**config.mk**
```make
export PLATFORM = sky130hd
export DESIGN_NAME = scan_sequencer
export DESIGN_NICKNAME = d
export VERILOG_FILES = /design/src/rtl/scan_pkg.sv /design/src/rtl/scan_sequencer_next_ch_find.sv /design/src/rtl/scan_sequencer.sv
export SDC_FILE = /design/constraint.sdc
export NUM_CORES = 1
export LEC_CHECK = 0
export CAP_MARGIN = 5
export CORE_UTILIZATION = 50
export DETAILED_ROUTE_END_ITERATION = 16
export GPL_TIMING_DRIVEN = 0
export HOLD_SLACK_MARGIN = 0.02
export MAX_ROUTING_LAYER = met4
export PLACE_DENSITY = 0.79
export SLEW_MARGIN = 20
export SYNTH_ARGS = -nofsm -noshare
export SYNTH_HDL_FRONTEND = slang
export SYNTH_SLANG_ARGS = --single-unit
export TNS_END_PERCENT = 30
```
**constraint.sdc**
```tcl
create_clock -name clk -period 3.4 [get_ports clk]
set_clock_uncertainty 0.2 [all_clocks]
set_input_delay 0.68 -clock clk [delete_from_list [all_inputs] [get_ports clk]]
set_output_delay 0.68 -clock clk [all_outputs]
set_load 0.005 [all_outputs]
```
**src/rtl/scan_pkg.sv**
```systemverilog
// rtl/scan_pkg.sv - shared constants and state encoding for the channel scan sequencer
package scan_pkg;

  localparam int NUM_CH = 8;
  localparam int SEL_W  = 3;

  typedef enum logic [1:0] {
    ST_IDLE  = 2'd0,
    ST_DWELL = 2'd1,
    ST_BLANK = 2'd2
  } state_t;

endpackage

```
**src/rtl/scan_sequencer_next_ch_find.sv**
```systemverilog
// rtl/scan_sequencer_next_ch_find.sv - combinational search for the next and the first enabled channel
module next_ch_find
  import scan_pkg::*;
(
  input  logic [NUM_CH-1:0] mask,
  input  logic [SEL_W-1:0]  cur,
  output logic [SEL_W-1:0]  nxt,
  output logic              nxt_found,
  output logic [SEL_W-1:0]  first,
  output logic              any
);

  // Scan from the top index down so the lowest qualifying index is the last one written.
  always_comb begin
    nxt       = '0;
    nxt_found = 1'b0;
    first     = '0;
    for (int i = NUM_CH - 1; i >= 0; i--) begin
      if (mask[i] && (i > int'(cur))) begin
        nxt       = SEL_W'(i);
        nxt_found = 1'b1;
      end
      if (mask[i]) begin
        first = SEL_W'(i);
      end
    end
  end

  assign any = |mask;

endmodule

```
**src/rtl/scan_sequencer.sv**
```systemverilog
// rtl/scan_sequencer.sv - dwell-timed channel select sequencer; optional inter-channel gap via SCAN_BLANK_EN
module scan_sequencer
  import scan_pkg::*;
#(
  parameter int DWELL_CYCLES = 16,
  parameter int CNT_W        = 8,
  parameter int BLANK_CYCLES = 2
) (
  input  logic              clk,
  input  logic              rst,
  input  logic              start,
  input  logic              stop,
  input  logic              continuous,
  input  logic [NUM_CH-1:0] mask,
  output logic [SEL_W-1:0]  sel,
  output logic              sel_valid,
  output logic              busy,
  output logic              sweep_done
);

  localparam logic [CNT_W-1:0] DWELL_END = CNT_W'(DWELL_CYCLES - 1);
`ifdef SCAN_BLANK_EN
  localparam logic [CNT_W-1:0] BLANK_END = CNT_W'(BLANK_CYCLES - 1);
`endif

  state_t           state;
  logic [CNT_W-1:0] cnt;
  logic [SEL_W-1:0] nxt;
  logic             nxt_found;
  logic [SEL_W-1:0] first;
  logic             any;

  // The search always looks relative to the channel currently on the decoder.
  next_ch_find u_find (
    .mask      (mask),
    .cur       (sel),
    .nxt       (nxt),
    .nxt_found (nxt_found),
    .first     (first),
    .any       (any)
  );

  // Parameter sanity: both hold periods need at least one cycle and must fit the counter.
  always_ff @(posedge clk) begin
    if (rst) begin
      assert (DWELL_CYCLES >= 1 && BLANK_CYCLES >= 1 &&
              (DWELL_CYCLES - 1) < (2 ** CNT_W) && (BLANK_CYCLES - 1) < (2 ** CNT_W));
    end
  end

  // Scan FSM: dwell counter, channel select and all registered outputs.
  always_ff @(posedge clk) begin
    if (rst) begin
      state      <= ST_IDLE;
      cnt        <= '0;
      sel        <= '0;
      sel_valid  <= 1'b0;
      busy       <= 1'b0;
      sweep_done <= 1'b0;
    end else begin
      sweep_done <= 1'b0;
      case (state)
        ST_IDLE: begin
          if (start && !stop) begin
            if (any) begin
              state     <= ST_DWELL;
              sel       <= first;
              sel_valid <= 1'b1;
              busy      <= 1'b1;
              cnt       <= '0;
            end else begin
              // An empty mask is a complete, zero-length sweep.
              sweep_done <= 1'b1;
            end
          end
        end

        ST_DWELL: begin
          if (stop) begin
            state     <= ST_IDLE;
            sel_valid <= 1'b0;
            busy      <= 1'b0;
            cnt       <= '0;
          end else if (cnt == DWELL_END) begin
            cnt <= '0;
            if (nxt_found) begin
              sel <= nxt;
`ifdef SCAN_BLANK_EN
              state     <= ST_BLANK;
              sel_valid <= 1'b0;
`endif
            end else if (continuous && any) begin
              // Wrap: end of pass is reported even though scanning carries on.
              sweep_done <= 1'b1;
              sel        <= first;
`ifdef SCAN_BLANK_EN
              state     <= ST_BLANK;
              sel_valid <= 1'b0;
`endif
            end else begin
              // One-shot end, or the mask was emptied while dwelling.
              sweep_done <= 1'b1;
              state      <= ST_IDLE;
              sel_valid  <= 1'b0;
              busy       <= 1'b0;
            end
          end else begin
            cnt <= cnt + 1'b1;
          end
        end

`ifdef SCAN_BLANK_EN
        ST_BLANK: begin
          if (stop) begin
            state     <= ST_IDLE;
            sel_valid <= 1'b0;
            busy      <= 1'b0;
            cnt       <= '0;
          end else if (cnt == BLANK_END) begin
            state     <= ST_DWELL;
            sel_valid <= 1'b1;
            cnt       <= '0;
          end else begin
            cnt <= cnt + 1'b1;
          end
        end
`endif

        default: begin
          state     <= ST_IDLE;
          sel_valid <= 1'b0;
          busy      <= 1'b0;
          cnt       <= '0;
        end
      endcase
    end
  end

endmodule

```
# Word level (Yosys, flattened, before mapping)

Index checks and enable logic that the tools add are counted.

Multiplexer cells: 54
Magnitude comparators: 7
$add $sub $neg: 1
Equal/unequal tests: 10
Reduce and logical (&&, ||, !) cells: 16

Operator list:

| operator                                                      | number |
|---|---|
| two-way mux 3 bit                                             | 21 |
| two-way mux 8 bit                                             | 4 |
| two-way mux 1 bit                                             | 18 |
| case mux 8 bit (2 select lines)                               | 1 |
| greater-than comparator 3 bit (first input constant)          | 4 |
| two-way mux 2 bit                                             | 6 |
| inequality test 3 bit (second input constant)                 | 4 |
| logical AND 1 bit                                             | 9 |
| adder 8 x 1 -> 8 bit (second input constant)                  | 1 |
| == test 8 x 4 -> 1 bit (second input constant)                | 1 |
| inequality test 2 bit (second input constant)                 | 4 |
| OR reduction 8 bit                                            | 1 |
| greater-than comparator 2 x 3 -> 1 bit (first input constant) | 2 |
| case mux 3 bit (2 select lines)                               | 1 |
| AND reduction 6 bit                                           | 1 |
| AND reduction 5 bit                                           | 1 |
| case mux 1 bit (2 select lines)                               | 2 |
| case mux 2 bit (2 select lines)                               | 1 |
| greater-than comparator 1 x 3 -> 1 bit (first input constant) | 1 |
| == test 2 x 1 -> 1 bit (second input constant)                | 1 |
| zero test 2 bit                                               | 1 |
| AND reduction 2 bit                                           | 1 |
| nonzero test 2 bit                                            | 1 |
| zero test 1 bit                                               | 1 |

Logic and storage cells: 93
Register bits: 15
Input bits: 13

# Depth between registers and ports, before layout

Gate-level depths: netlist of run 1.

Depth in word-level cells: 13
Mapped depth: 6
Mapped depth without buffers: 6

# By module

From an unflattened synthesis of run 1, not the netlist that was laid out.

Cell total of the unflattened synthesis: 119
Area total of the unflattened synthesis: 947.2 µm²

Modules (own cells, without submodules):

| module         | area an instance (µm²) | cells an instance | instances |
|---|---|---|---|
| scan_sequencer | 688.2                  | 74                | 1 |
| next_ch_find   | 259.0                  | 45                | 1 |

# Worst setup path after synthesis of run 1

Ideal clock, no wire load.

Kind: input port to flip-flop
Start point: input port mask[5]
End point: register sel[2]
Buffers on the path: 0
Path slack: 1.055 ns
Stages: 5
Data arrival time: 2.075 ns
Cell sequence: o21ba_1 > or4_4 > o211a_4 > or3b_1 > a21oi_1

Longest elaborated chain between the ends: 11

RTL lines:

| item                            | line                              | text |
|---|---|---|
| start: declaration              | scan_sequencer.sv:14              | `input logic [NUM_CH-1:0] mask,` |
| two-way mux 3 bit (6 in series) | scan_sequencer_next_ch_find.sv:23 | `if (mask[i]) begin` |
| two-way mux 3 bit               | scan_sequencer.sv:92              | `end else if (continuous && any) begin` |
| two-way mux 3 bit               | scan_sequencer.sv:86              | `if (nxt_found) begin` |
| two-way mux 3 bit               | scan_sequencer.sv:84              | `end else if (cnt == DWELL_END) begin` |
| two-way mux 3 bit               | scan_sequencer.sv:79              | `if (stop) begin` |
| case mux 3 bit (2 select lines) | scan_sequencer.sv:62              | `case (state)` |
| end signal: assignment          | scan_sequencer.sv:67              | `sel <= first;` |
| end signal: assignment          | scan_sequencer.sv:87              | `sel <= nxt;` |
| end signal: assignment          | scan_sequencer.sv:95              | `sel <= first;` |
| end: declaration                | scan_sequencer.sv:15              | `output logic [SEL_W-1:0] sel,` |

Several ways; a longest one is shown, not always the timed one. The select of a mux whose other input is x is not followed.
A chain may end at the register's enable or synchronous reset.

# Worst setup path after layout of run 1

Start point: input port mask[5]
End point: register sel[1]

The elaborated chain is that of the path after synthesis.

==> results.toml, run 1 <==
[run_status]
outcome = "finished clean"

[global_route]
grt_pass1_vias = 872
grt_antenna_before_repair = 0
grt_overflow_total = 0
grt_pass1_wl_mm = 3.712
grt_max_degree = 11
grt_usage = 0.2575

[sta]
slew_headroom = 0.5837
max_freq_mhz = 361.4
final-hold-violation-count = 0
rsz0062_at_grt = "no"
worst_slew_pin_slew_ns = 0.6215
final-setup-viol-count = 0
maxSlewViolCount = 0
fin_ws_ns = 0.6329
setup_tns_ns = 0
period_minus_slack_ns = 2.767
period_share = 0.8139

[route]
via_count = 948
ant_nets = 0
drt_iter0_markers = 23
drc_errors = 0
wl_mm = 2.191
wl_per_cell_um = 13.52
first_pass_iters = 4
drt-vias-per-instance = 5.852

[logic_synthesis]
yosys.area.top_type = "dfxtp_1"
synthCells = 115
synth_top_area_frac = 0.2788
syn_area_um2 = 933.4
syn_area_per_cell_um2 = 8.116
synth_edf_count = 0
ys_seq_area_frac = 0.2788
ys_warn_count = 0
synth_ff_type = "dfxtp_1"
synthTopCellsByCount = "nor2_1 (16), dfxtp_1 (13), xor2_1 (7)"
synth_cell_types = 45
async_flop_share = 0
synth_nets = 129
synth_most_common_cell = "nor2_1"
synth_area_leaders = "dfxtp_1 (28%), xor2_1 (6.6%), nor2_1 (6.4%)"
ys_seq_elements = 13

[final_layout]
multi_input_area_um2 = 634.4
area_growth_pct = 25.47
seqCellArea_um2 = 260.3
drive_above_1_share = 0.07299
fillers = 158
finalNetCount = 152
diodes = 0

[run]
max_cap_violations = 0

[power]
ir_drop_uv = 259.2
cellLeakagePower_uw = 0.0004354
power.density_nw_per_um2 = 293.3

[min_path]
hold_depth = 2
hold_class = "reg2reg"
worstHoldEndpoint = "cnt[1]$_SDFFE_PP0P_"
min_from = "cnt[1]$_SDFFE_PP0P_"

[setup_path]
start_kind = "input port"
crit_arrival_ns = 2.74
end_kind = "flip-flop"
crit_type = "in2reg"
r2r_slack_ns = 1.11
critPathRequiredTime_ns = 3.37
ff2ff_path_depth = 6
timing.rr.start = "sel[2]$_SDFFE_PP0P_"
r2r_end = "sel[1]$_SDFFE_PP0P_"
critical_path.max_fanout = 5

[floorplanning]
die_area_um2 = 2043
rows = 15
pin_count = 19
initial_core_util = 0.5348
coreArea_um2 = 1745
die_w_um = 45.21
die_y_um = 45.21

[place]
pre_cts_slack_ns = 0.3819
globalplace.congestion = 0.8620
port_buffers = 18
dp_hpwl_mm = 1.667

[clock_tree]
cts_sinks = 13
ctsHoldBuffers = 0
cts_buffers = 3
post_cts_buffers = 0
clock_latency_ns = 0.28
cts_root_buf = "clkbuf_4"
cts_tree = "built"
cts_buffer_depth = 2
cts_resized = 0
cts-htree-levels = 1
clk_pin_slew_ns = 0.07
per-stage QoR:
step | hold slack [ns] | cell area, µm² | power (µW) | utilization | std cells
6_report | 0.2731 | 1171 | 343.5 | 0.6710 | 162
5_1_grt | 0.3100 | 1171 | 364.5 | 0.6710 | 162
4_1_cts | 0.2754 | 1171 | 347.0 | 0.6710 | 162
3_5_place_dp | 0.2660 | 1145 | 251.7 | 0.6559 | 158
3_3_place_gp | 0.2536 | 1145 | 249.6 | 0.6559 | 158
2_1_floorplan | 0.2441 | 933.4 | 214.6 | - | 115
sequential cells by signal, summed over array words and instances (netlist names):
name,flops
busy,1
sweep_done,1
sel,3
cnt,8
worst max-delay path, cell delays in order:
cell	delay, ns
clkdlybuf4s50_1	0.50
nor3b_1	0.20
or4_4	0.58
o211a_4	0.27
or2_1	0.24
a311oi_1	0.27
routing by layer:
layer  routed length [µm]  vias up  global-route usage
met4                   28        0             0.09091
met3                   78        4             0.04800
met2                 1098       19              0.4377
met5                    0        -                   -
li1                     -      478                   -
met1                  985      447              0.3007
logic make-up (layout without fill, tap and decap cells):
group	count (synthesis)	in the layout	share of synthesized area
AND/OR/NAND/NOR	50	50	0.2842
buffers and inverters	7	29	0.04155
adder cells (fa/ha/maj)	1	1	0.01340
XOR/XNOR	7	7	0.06568
flip-flops	13	13	0.2788
AO/OA/AOI/OAI	36	36	0.3056
multiplexers	1	1	0.01072
how the worst max path moves through the flow:
stage | end | cells after the start | slack, ns | startpoint
after global placement | sel[1]$_SDFFE_PP0P_ | 6 | 0.38 | mask[5]
after floorplan | sel[2]$_SDFFE_PP0P_ | 5 | 1.06 | mask[5]
after detailed placement | sel[1]$_SDFFE_PP0P_ | 6 | 0.38 | mask[5]
after CTS | sel[1]$_SDFFE_PP0P_ | 6 | 0.64 | mask[5]
final | sel[1]$_SDFFE_PP0P_ | 6 | 0.63 | mask[5]
after global routing | cnt[1]$_SDFFE_PP0P_ | 6 | 0.48 | mask[1]
power by group:
group / total (µW) / switching [µW] / internal, µW
logic: 86.6 / 42.3 / 44.3
registers: 163 / 5.86 / 157
clock network: 94.3 / 48.8 / 45.5
total: 344 / 96.9 / 247
cell usage in the layout, fill, tap and decap left out, types with 2 or more instances in the layout:
master / Yosys / final
o21bai_1: 2 / 2
a311oi_1: 2 / 2
nor2b_1: 4 / 4
o2111ai_1: 2 / 2
a31oi_1: 3 / 3
a211oi_1: 3 / 3
nor3b_1: 2 / 2
and2_1: 3 / 3
o21ai_0: 2 / 2
a21oi_1: 4 / 4
and3_1: 2 / 2
nand2b_1: 5 / 5
o211ai_1: 4 / 4
nand3_1: 2 / 2
clkbuf_4: 0 / 3
nand2_1: 5 / 5
dfxtp_1: 13 / 13
clkdlybuf4s50_1: 0 / 18
a2bb2oi_1: 2 / 2
clkbuf_1: 1 / 2
inv_1: 3 / 3
nor4_1: 2 / 2
nor3_1: 4 / 4
nor2_1: 16 / 16
xor2_1: 7 / 7
area by class of cell:
| cell class | instances | share of cell area |
|---|---|---|
| Tap cell | 25 | 0.02671 |
| Timing Repair Buffer | 18 | 0.1538 |
| Buffer | 4 | 0.02350 |
| Clock buffer | 4 | 0.02244 |
| Sequential cell | 13 | 0.2222 |
| Multi-Input combinational cell | 95 | 0.5417 |
| Inverter | 3 | 0.009615 |
(Power assumes the default switching activity.)
==> run 2, diff against run 1 <==
CORE_UTILIZATION = 45   (was 50)
PLACE_DENSITY = 0.75   (was 0.79)
clock period = 2.3 ns   (was 3.4 ns; I/O delays follow)
==> results.toml, run 2 (synthesis gave the netlist of run 1 again) <==
[power]
ir_drop_uv = 350.7
power.density_nw_per_um2 = 421.4
totalPowerFinal_uw = 526.1
cellLeakagePower_uw = 0.0004894

[floorplanning]
rows = 16
die_y_um = 47.55
initial_core_util = 0.4758
pin_count = 19
die_area_um2 = 2261
coreArea_um2 = 1962
die_w_um = 47.55

[clock_tree]
ctsHoldBuffers = 0
clock_latency_ns = 0.27
cts_root_buf = "clkbuf_4"
cts_tree = "built"
cts_buffer_depth = 2
cts-htree-levels = 1
cts_sinks = 13
cts_buffers = 3
clk_pin_slew_ns = 0.09

[route]
drt-vias-per-instance = 5.727
wl_mm = 2.326
ant_nets = 0
wl_per_cell_um = 14.10
drt_iter0_markers = 14
first_pass_iters = 4
via_count = 945
drc_errors = 0

[setup_path]
start_kind = "input port"
crit_arrival_ns = 2.30
cpMaxStageDelayCell = "or4_4"
end_kind = "flip-flop"
crit_type = "in2reg"
critPathRequiredTime_ns = 2.28
critical_path.max_fanout = 5
cp_cell_sequence = "dlygate4sd2_1 > nor3b_1 > or4_4 > o211a_4 > or2_1 > a311oi_2"
max_stage_delay_ns = 0.57

[run_status]
violations = "setup timing"
outcome = "complete, but fails checks"

[sta]
rsz0062_at_grt = "yes"
max_freq_mhz = 429.9
period_share = 1.011
period_minus_slack_ns = 2.326
maxSlewViolCount = 0
final-hold-violation-count = 0
worst_slew_pin_slew_ns = 0.4663
fin_ws_ns = -0.02634
slew_headroom = 0.6891
final-setup-viol-count = 1

[final_layout]
finalNetCount = 153
diodes = 0
largest_reg_flops = 8
final_cell_mix = "nor2_1 (15), dfxtp_1 (11), clkdlybuf4s50_1 (11)"
regMostFlops = "cnt"
reg_top3 = "cnt (8), sel (3)"
design_area_um2 = 1249
area_growth_pct = 33.78
drive_above_1_share = 0.1449
layout_commonest_cell = "nor2_1"

[min_path]
hold_class = "reg2reg"

[place]
port_buffers = 18
globalplace.congestion = 0.9198
place_area_um2 = 1147
dp_hpwl_mm = 1.687

[run]
max_cap_violations = 0

[global_route]
grt_pass1_vias = 817
grt_pass1_wl_mm = 3.615
grt_usage = 0.2358
grt_antenna_before_repair = 0
grt_max_degree = 11
grt_overflow_total = 0
[run 2: changes by cell type in the layout (fill, tap and decap cells not counted), sizes merged]
| cell | delta |
|---|---|
| clkdlybuf4s50 | -7 |
| dlymetal6s2s | +4 |
| dlygate4sd2 | +3 |
| clkbuf | +1 |
[run 2: area by class of cell]
type	count	area, µm²
tap	27	33.78
clock buffer	4	26.28
buffer	4	30.03
multi-input combinational	95	690.7
inverter	3	11.26
sequential	13	262.8
timing repair buffer	19	193.9
fill	187	713.2
[run 2: critical path: cells and delay by family]
family / cells / cell delay [ns]
and+or+nand+nor: 3 / 0.99
AOI/OAI and AO/OA: 2 / 0.57
buffers and inverters: 1 / 0.29
[run 2: routing by layer]
layer,global-route usage,part of all wire,vias up
li1,-,-,482
met5,-,0,-
met3,0.04528,0.040,2
met2,0.3808,0.47,17
met1,0.3061,0.49,444
met4,0.05000,0.0043,0
[run 2: through the flow]
stage               utilization  setup TNS (ns)  instances  worst slack (ns)  hold slack, ns
finish                   0.6365        -0.02634        165          -0.02634          0.2892
global route             0.6365        -0.07236        165          -0.07236          0.3281
CTS                      0.6129         -0.1475        164           -0.1394          0.2952
detailed placement       0.5848          -6.223        160           -0.6123          0.2811
global placement         0.5848          -5.562        160           -0.5412          0.2545
floorplan                     -               0        115            0.1752          0.2441
[run 2: worst paths after layout]
check	slack [ns]	cells after the start	startpoint	end
worst max register to register	0.04	6	sel[2]$_SDFFE_PP0P_	sel[1]$_SDFFE_PP0P_
worst min-delay path	0.29	2	cnt[1]$_SDFFE_PP0P_	cnt[1]$_SDFFE_PP0P_
worst max-delay path	-0.03	6	mask[5]	sel[1]$_SDFFE_PP0P_
worst min register to register	0.29	2	cnt[1]$_SDFFE_PP0P_	cnt[1]$_SDFFE_PP0P_
[run 2: where the power goes]
part	switching [µW]	internal (µW)
combinational	72.0	71.7
sequential	9.18	232
clock	74.1	67.1
total	155	371
[run 2: timing repair]
action | in CTS | in global routing
endpoints found under the setup margin | 12 | 10
resized for setup | 8 | 11
pin swaps | 1 | 4
cloned | 0 | 0
buffers inserted | 0 | 1
